**src/rtl/accum_adder_pkg.sv**
```systemverilog
// Shared mode encodings for the registered add/accumulate unit.
package accum_adder_pkg;

  typedef logic [1:0] mode_t;

  localparam mode_t MODE_ADD = 2'b00;
  localparam mode_t MODE_ACC = 2'b01;
  localparam mode_t MODE_SAT = 2'b10;
  localparam mode_t MODE_SUB = 2'b11;

endpackage

```
**src/rtl/accum_adder_alu.sv**
```systemverilog
// Combinational datapath: computes the next result and the overflow bit for one op.
module accum_adder_alu
  import accum_adder_pkg::*;
#(
  parameter int WIDTH = 8
) (
  input  logic [WIDTH-1:0] acc_i,
  input  logic [WIDTH-1:0] a_i,
  input  logic [WIDTH-1:0] b_i,
  input  mode_t            mode_i,
  output logic [WIDTH-1:0] res_o,
  output logic             ovf_o
);

  logic [WIDTH:0] sum_ab;
  logic [WIDTH:0] sum_acc;
  logic [WIDTH:0] diff_ab;

  // One extra bit keeps the carry (or the borrow, for the difference).
  assign sum_ab  = {1'b0, a_i} + {1'b0, b_i};
  assign sum_acc = {1'b0, acc_i} + {1'b0, a_i};
  assign diff_ab = {1'b0, a_i} - {1'b0, b_i};

  always_comb begin
    res_o = sum_ab[WIDTH-1:0];
    ovf_o = sum_ab[WIDTH];
    case (mode_i)
      MODE_ADD: begin
        res_o = sum_ab[WIDTH-1:0];
        ovf_o = sum_ab[WIDTH];
      end
      MODE_ACC: begin
        res_o = sum_acc[WIDTH-1:0];
        ovf_o = sum_acc[WIDTH];
      end
      MODE_SAT: begin
        res_o = sum_ab[WIDTH] ? {WIDTH{1'b1}} : sum_ab[WIDTH-1:0];
        ovf_o = sum_ab[WIDTH];
      end
      MODE_SUB: begin
        res_o = diff_ab[WIDTH-1:0];
        ovf_o = diff_ab[WIDTH];
      end
      default: ;
    endcase
  end

endmodule

```
**src/rtl/accum_adder.sv**
```systemverilog
// Registered add/accumulate unit: 1-cycle latency, sticky overflow, wrapping op counter.
module accum_adder
  import accum_adder_pkg::*;
#(
  parameter int WIDTH = 8,
  parameter int CNT_W = 4
) (
  input  logic             clk,
  input  logic             rst_n,
  input  logic [WIDTH-1:0] a_i,
  input  logic [WIDTH-1:0] b_i,
  input  mode_t            mode_i,
  input  logic             op_valid_i,
  input  logic             clear_i,
  output logic [WIDTH-1:0] result_o,
  output logic             result_valid_o,
  output logic             ovf_o,
  output logic [CNT_W-1:0] op_count_o
);

  logic [WIDTH-1:0] result_q, result_d;
  logic             valid_q, valid_d;
  logic             ovf_q, ovf_d;
  logic [CNT_W-1:0] cnt_q, cnt_d;

  logic [WIDTH-1:0] alu_res;
  logic             alu_ovf;

  accum_adder_alu #(.WIDTH(WIDTH)) u_alu (
    .acc_i  (result_q),
    .a_i    (a_i),
    .b_i    (b_i),
    .mode_i (mode_i),
    .res_o  (alu_res),
    .ovf_o  (alu_ovf)
  );

  // An op is accepted on any edge where op_valid_i=1 and clear_i=0; there is no
  // backpressure. result_valid_o pulses for exactly the cycle after acceptance.
  always_comb begin
    result_d = result_q;
    valid_d  = 1'b0;
    ovf_d    = ovf_q;
    cnt_d    = cnt_q;
    if (clear_i) begin
      result_d = '0;
      ovf_d    = 1'b0;
      cnt_d    = '0;
    end else if (op_valid_i) begin
      result_d = alu_res;
      valid_d  = 1'b1;
      ovf_d    = ovf_q | alu_ovf;
      cnt_d    = cnt_q + CNT_W'(1);
    end
  end

  always_ff @(posedge clk or negedge rst_n) begin
    if (!rst_n) begin
      result_q <= '0;
      valid_q  <= 1'b0;
      ovf_q    <= 1'b0;
      cnt_q    <= '0;
    end else begin
      result_q <= result_d;
      valid_q  <= valid_d;
      ovf_q    <= ovf_d;
      cnt_q    <= cnt_d;
    end
  end

  assign result_o       = result_q;
  assign result_valid_o = valid_q;
  assign ovf_o          = ovf_q;
  assign op_count_o     = cnt_q;

endmodule
```
**config.mk**
```make
export PLATFORM = sky130hd
export DESIGN_NAME = accum_adder
export DESIGN_NICKNAME = d
export VERILOG_FILES = /design/src/rtl/accum_adder_pkg.sv /design/src/rtl/accum_adder_alu.sv /design/src/rtl/accum_adder.sv
export SDC_FILE = /design/constraint.sdc
export NUM_CORES = 1
export LEC_CHECK = 0
export BUFFER_PORTS_ARGS = -buffer_cell sky130_fd_sc_hd__buf_2
export CAP_MARGIN = 20
export CORE_ASPECT_RATIO = 0.5
export CORE_UTILIZATION = 32
export DETAILED_ROUTE_END_ITERATION = 8
export GPL_ROUTABILITY_DRIVEN = 1
export PLACE_DENSITY = 0.5
export SYNTH_ARGS = -nofsm -noshare
export SYNTH_HDL_FRONTEND = slang
export SYNTH_SLANG_ARGS = --single-unit
export TNS_END_PERCENT = 100
```
**constraint.sdc**
```tcl
create_clock -name clk -period 4.85 [get_ports clk]
set_input_delay 1.455 -clock clk [delete_from_list [all_inputs] [get_ports clk]]
set_output_delay 1.455 -clock clk [all_outputs]
set_load 0.05 [all_outputs]
```
==> flow_summary_export.csv, run 1 <==
group,metric,value,unit
run_status,outcome,"finished, final reports clean",
yosys,synth_seq_area_share,19.3,%
clock_tree,clk_pin_slew_worst_paths,0.05,ns
global_route,overflow_left_after_global_routing,0,
layout,design.final.nets,308,
timing,drv_slew,0,
layout,layout.filler_cells,557,
timing,clock.fmax,0.280,GHz
detailed_routing,antenna_violating_nets_post_route,0,
timing,final_period_demand_of_the_worst_path,3.57,ns
clock_tree,cts.path.max_buffers,2,
setup_path,startpoint_type,"primary input",
setup_path,critPathKind,"in -> reg",
setup_path,startpoint,"a_i[0]",
pwr,static-leakage-power,1.03,nW
detailed_routing,route.vias.total,1738,
pwr,power_share_of_the_clock_group,32.1,%
placement,numPortBuffers,35,
floorplan,die_area,5990,um2
clock_tree,cts_resized,0,
layout,post_route_cells_drive_above_1_share,18.3,%
clock_tree,cts-hold-fix-buffers,0,
detailed_routing,route.final.wire_length,5020,um
setup_path,cp.required,5.02,ns
floorplan,placeable_core_region,5180,um2
timing,setup_viol_count_final,0,
timing,final.hold.worst_slack,0.544,ns
yosys,post_synthesis_net_count,276,
setup_path,worst_setup_path_end_kind,"register",
worst_hold_path,worst_hold_path_type,"reg -> reg",
yosys,synth_enable_flop_cells,0,
placement,place_congestion,0.834,
clock_tree,tritoncts.num_buffers,3,
clock_tree,clock_latency,0.25,ns
job,maxCapViolCount,0,
global_route,track_usage,17.5,%
floorplan,dieHeight,55.2,um
timing,finalCritPeriodShare,73.5,%
yosys,synth_area,1810,um2
placement,post-place-ws,1.03,ns
clock_tree,cts.sink_count,14,
global_route,grt_pass1_wl,8030,um
yosys,async_reset_ff_share,100,%
pwr,power.density_cell_area,260,nW/um2
global_route,grt_antenna_before_repair,0,
setup_path,reg2reg_from,"result_o[0]$_DFFE_PN0P_",
floorplan,die_width,108,um
layout,area.sequential,350,um2
clock_tree,clock-root-buffer,"clkbuf_16",
detailed_routing,drt-pass1-iter-count,4,
setup_path,ff2ff_setup_slack,2.54,ns
detailed_routing,dr.first_iter.drc_count,89,
floorplan,io_pins,36,
pwr,power.internal,0.000340,W
pwr,pwr-share-seq,24.6,%
timing,tightest_slew,0.429,ns
yosys,post_synth_num_cell_types,46,
yosys,postSynth.topFlopCell,"dfrtp_1",
floorplan,initial_core_utilization,35.0,%
layout,syn_to_final_growth,17.3,%
timing,maxSlewHeadroom,71.1,%
detailed_routing,routed_via_density,5.31,
worst_hold_path,min-delay-start,"op_count_o[3]$_DFFE_PN0P_",
pwr,power.ir.vdd_worst,0.142,mV
timing,grt_setup_unrepaired,"false",
yosys,synthesis.instances,226,
global_route,grt_start_max_net_pins,17,
timing,clock-skew-final,0.00386,ns
layout,area_taken_by_multi_input_logic_gates,1370,um2
timing,timing_hold_violations_final,0,
detailed_routing,drt_drc_violations_left,0,
floorplan,rows,18,
clock_tree,number_of_buffers_inserted_to_repair_setup_after_cts,0,
yosys,syn_area_cell,8.02,um2
yosys,number_of_warnings_printed_during_yosys_synthesis,0,
layout,finalCoreUtilization,41.1,%
yosys,yosys_register_bits,14,
layout,stdcell_count,327,
pwr,power_frac_comb,43.4,%
placement,detailedPlacementHpwl,4070,um
detailed_routing,routedWlPerCell,15.3,um
pwr,netSwitchingFraction,38.6,%
clock_tree,cts_tree,"built",
pwr,power.switching,0.000213,W
setup_path,critical_path.max_fanout,4,
clock_tree,cts-htree-levels,1,
placement,numPlacedInstances,323,
layout,diodes_inserted,0,
timing,timing.setup.tns,0,ns
timing,setup_ws,1.28,ns
global_route,grt_pass1_vias,1599,
setup_path,data_arrival_critical_path,3.73,ns
[registers in the layout, indices dropped and copies added (netlist names)]
| name | count |
|---|---|
| op_count_o | 4 |
| result_valid_o | 1 |
| result_o | 8 |
| ovf_o | 1 |
[layout make-up]
type | instances | area share [%]
Tap cell | 70 | 4.12
Multi-Input combinational cell | 189 | 64.4
Clock buffer | 4 | 4.18
Inverter | 15 | 2.65
Sequential cell | 14 | 16.5
Timing Repair Buffer | 35 | 8.24
[path summary, 6_finish.rpt]
check,depth (start not counted),endpoint
min in group asynchronous,1,result_valid_o$_DFF_PN0_
max in group asynchronous,1,op_count_o[3]$_DFFE_PN0P_
min,2,op_count_o[3]$_DFFE_PN0P_
max reg2reg,8,result_o[6]$_DFFE_PN0P_
max,9,result_o[6]$_DFFE_PN0P_
min reg2reg,2,op_count_o[3]$_DFFE_PN0P_
[per-layer routing]
metal / global-route usage, % / vias up / part of all wire, %
met5: 0 / - / 0
met4: 2.90 / 0 / 0.34
met3: 3.31 / 2 / 6.8
met2: 25.1 / 54 / 40
met1: 27.0 / 786 / 53
li1: - / 896 / -
[synth_stat cells, drive strengths merged, types with 7 or more instances]
cell    number  area, um2
ha          25        313
nor2        25       93.8
nand2       17       63.8
o21ai       17       85.1
a21oi       16       80.1
inv         15       56.3
dfrtp       14        350
clkbuf       7       26.3
nand2b       7       43.8
nor3         7       35.0
[per-stage QoR]
step	total power (W)	area, um2
after floorplan	0.000314	1810
after global placement	0.000376	2040
final	0.000553	2130
after detailed placement	0.000376	2040
after global routing	0.000588	2130
after CTS	0.000557	2130
[kinds of logic after synthesis]
family                   count (synthesis)  synth area share (%)
adder cells (fa/ha/maj)                 28                  20.6
buffers and inverters                   23                  5.18
AND/OR/NAND/NOR                         75                  19.9
multiplexers                             4                  2.48
flip-flops                              14                  19.3
XOR/XNOR                                10                  4.83
AO/OA/AOI/OAI                           72                  27.7
[power groups by stage]
stage                     clock network, W  logic (W)  registers [W]
after floorplan                          0   0.000142       0.000172
after global routing              0.000186   0.000265       0.000138
after detailed placement                 0   0.000238       0.000138
final                             0.000177   0.000240       0.000136
after CTS                         0.000182   0.000240       0.000136
after global placement                   0   0.000238       0.000138
[layout by cell type, fill, tap and decap left out, types with 4 or more instances in the layout]
cell type	count
a211oi_1	5
a21oi_1	16
a311oi_1	4
buf_2	35
dfrtp_1	14
ha_1	25
inv_1	15
nand2_1	17
nand2b_1	7
nand3_1	4
nor2_1	25
nor3_1	7
o21ai_0	13
o21ai_1	4
o21bai_1	4
xnor2_1	5
xor2_1	5
[critical path: stages]
cell,delay (ns)
buf_2,0.12
ha_1,0.21
fa_1,0.44
nor2b_2,0.20
o311ai_2,0.38
mux2_4,0.34
a311oi_2,0.28
o211ai_1,0.14
o22ai_1,0.16
Note: power is estimated with default switching activity, not from simulation.
==> inputs of run 2 (changes only) <==
==> constraint.sdc (replaced) <==
create_clock -name clk -period 3.7 [get_ports clk]
set_input_delay 1.11 -clock clk [delete_from_list [all_inputs] [get_ports clk]]
set_output_delay 1.11 -clock clk [all_outputs]
set_load 0.05 [all_outputs]
==> run 2 against run 1 <==
Against the previous run: first-iteration DRC count fell by 11%; total power up 33%; largest power group unchanged; sequential power is 31% higher; clock skew decreased by 0.00064 ns; core utilization up 0.14 points; critical path depth stayed put; global-route usage rose by 1.2 points; clock power is 36% higher; combinational power rose by 32%; die area is the same; largest cell class unchanged; via count increased by 3.0%; flip-flop and latch count unchanged.
==> flow_summary_export.csv, run 2 (synthesized netlist as in run 1, its figures left out) <==
group,metric,value,unit
timing,clock.fmax,0.319,GHz
timing,maxSlewHeadroom,72.7,%
layout,stdcell_count,328,
floorplan,initial_core_utilization,35.0,%
clock_tree,clock-root-buffer,"clkbuf_16",
placement,place_congestion,0.823,
run_status,outcome,"finished, final reports clean",
floorplan,die_area,5990,um2
setup_path,cp.buffers_inverters,1,
clock_tree,clock_latency,0.25,ns
global_route,overflow_left_after_global_routing,0,
detailed_routing,route.final.wire_length,5310,um
detailed_routing,antenna_violating_nets_post_route,0,
layout,layout.cells.most_common_list,"buf_2, nor2_1, ha_1",
global_route,grt_start_max_net_pins,17,
layout,diodes_inserted,0,
floorplan,die_width,108,um
setup_path,ordered_list_of_cells_on_the_worst_path,"buf_2 > ha_1 > fa_1 > nor2b_2 > o311ai_2 > mux2_4 > a311oi_2 > o211ai_1 > o22ai_1",
detailed_routing,route.vias.total,1791,
setup_path,critical_path.max_fanout,3,
timing,grt_setup_unrepaired,"false",
layout,area.sequential,350,um2
setup_path,critPathSlowestCell,"fa_1",
timing,timing_hold_violations_final,0,
pwr,static-leakage-power,1.03,nW
floorplan,placeable_core_region,5180,um2
layout,final_common_cell,"buf_2",
floorplan,dieHeight,55.2,um
job,maxCapViolCount,0,
setup_path,critical-path-top-delay-family,"compound AO/OA/AOI/OAI gates",
global_route,grt_pass1_wl,8610,um
timing,final_period_demand_of_the_worst_path,3.14,ns
setup_path,cpPeakStageDelay,0.44,ns
setup_path,startpoint_type,"primary input",
clock_tree,cts-hold-fix-buffers,0,
placement,detailedPlacementHpwl,4240,um
clock_tree,cts_tree,"built",
clock_tree,number_of_buffers_inserted_to_repair_setup_after_cts,0,
timing,clock-skew-final,0.00321,ns
floorplan,rows,18,
detailed_routing,drt_drc_violations_left,0,
global_route,grt_antenna_before_repair,0,
timing,timing.setup.tns,0,ns
clock_tree,cts_resized,0,
detailed_routing,routedWlPerCell,16.2,um
floorplan,io_pins,36,
timing,drv_slew,0,
setup_path,data_arrival_critical_path,3.31,ns
timing,finalCritPeriodShare,84.8,%
detailed_routing,drt-pass1-iter-count,4,
global_route,track_usage,18.7,%
layout,post_route_cells_drive_above_1_share,18.6,%
worst_hold_path,worst_hold_path_type,"reg -> reg",
detailed_routing,dr.first_iter.drc_count,79,
setup_path,critPathKind,"in -> reg",
placement,numPlacedInstances,324,
setup_path,worst_setup_path_end_kind,"register",
layout,syn_to_final_growth,17.7,%
timing,tightest_slew,0.409,ns
pwr,power.density_cell_area,345,nW/um2
setup_path,cp.required,3.87,ns
clock_tree,cts-htree-levels,1,
detailed_routing,routed_via_density,5.46,
layout,area_taken_by_multi_input_logic_gates,1370,um2
timing,setup_viol_count_final,0,
clock_tree,clk_pin_slew_worst_paths,0.05,ns
layout,largest_reg_flops,8,
layout,design.final.nets,309,
clock_tree,cts.path.max_buffers,2,
clock_tree,tritoncts.num_buffers,3,
pwr,power.ir.vdd_worst,0.170,mV
clock_tree,cts.sink_count,14,
placement,numPortBuffers,35,
layout,layout.filler_cells,564,
global_route,grt_pass1_vias,1694,
[run 2: layer usage]
layer | vias to the layer above | track usage (%) | routed length (um)
li1 | 893 | - | -
met1 | 838 | 27.3 | 2670
met2 | 53 | 28.2 | 2220
met3 | 7 | 4.01 | 362
met4 | 0 | 3.47 | 51
met5 | - | 0 | 0
[run 2: power breakdown]
| part | leakage (nW) | switching (W) | internal, W |
|---|---|---|---|
| logic | 0.805 | 0.000201 | 0.000116 |
| clock network | 0.0442 | 0.0000766 | 0.000165 |
| registers | 0.185 | 0.0000121 | 0.000166 |
[run 2: cell type report]
class,instances,area share (%)
Multi-Input combinational cell,189,64.1
Timing Repair Buffer,36,8.56
Clock buffer,4,4.16
Inverter,15,2.64
Tap cell,70,4.10
Sequential cell,14,16.4
[run 2: worst paths after layout]
check | startpoint | to | slack [ns] | depth (start not counted)
setup / recovery | a_i[0] | result_o[6]$_DFFE_PN0P_ | 0.56 | 9
hold / removal | result_o[5]$_DFFE_PN0P_ | result_o[5]$_DFFE_PN0P_ | 0.55 | 2
setup reg to reg | result_o[0]$_DFFE_PN0P_ | result_o[6]$_DFFE_PN0P_ | 1.44 | 8
hold reg to reg | result_o[5]$_DFFE_PN0P_ | result_o[5]$_DFFE_PN0P_ | 0.55 | 2
max in group asynchronous | rst_n | result_o[4]$_DFFE_PN0P_ | 2.65 | 1
min in group asynchronous | rst_n | result_valid_o$_DFF_PN0_ | 0.77 | 1
[run 2: worst register-to-register path, delay by kind of cell, from the launching register on]
family	cells	cell delay [ns]
compound gates	5	0.94
fa+ha+maj	2	0.68
flops	1	0.41
xor+xnor	1	0.15
[run 2: stage by stage]
stage | worst slack [ns] | instance area (um2) | hold slack (ns) | power [W] | util (%)
6_report | 0.564 | 2130 | 0.553 | 0.000736 | 41.2
5_1_grt | 0.480 | 2130 | 0.588 | 0.000781 | 41.2
4_1_cts | 0.593 | 2130 | 0.560 | 0.000741 | 41.2
3_5_place_dp | 0.336 | 2050 | 0.523 | 0.000495 | 39.5
3_3_place_gp | 0.365 | 2050 | 0.525 | 0.000494 | 39.5
2_1_floorplan | 0.575 | 1810 | 0.756 | 0.000412 | -
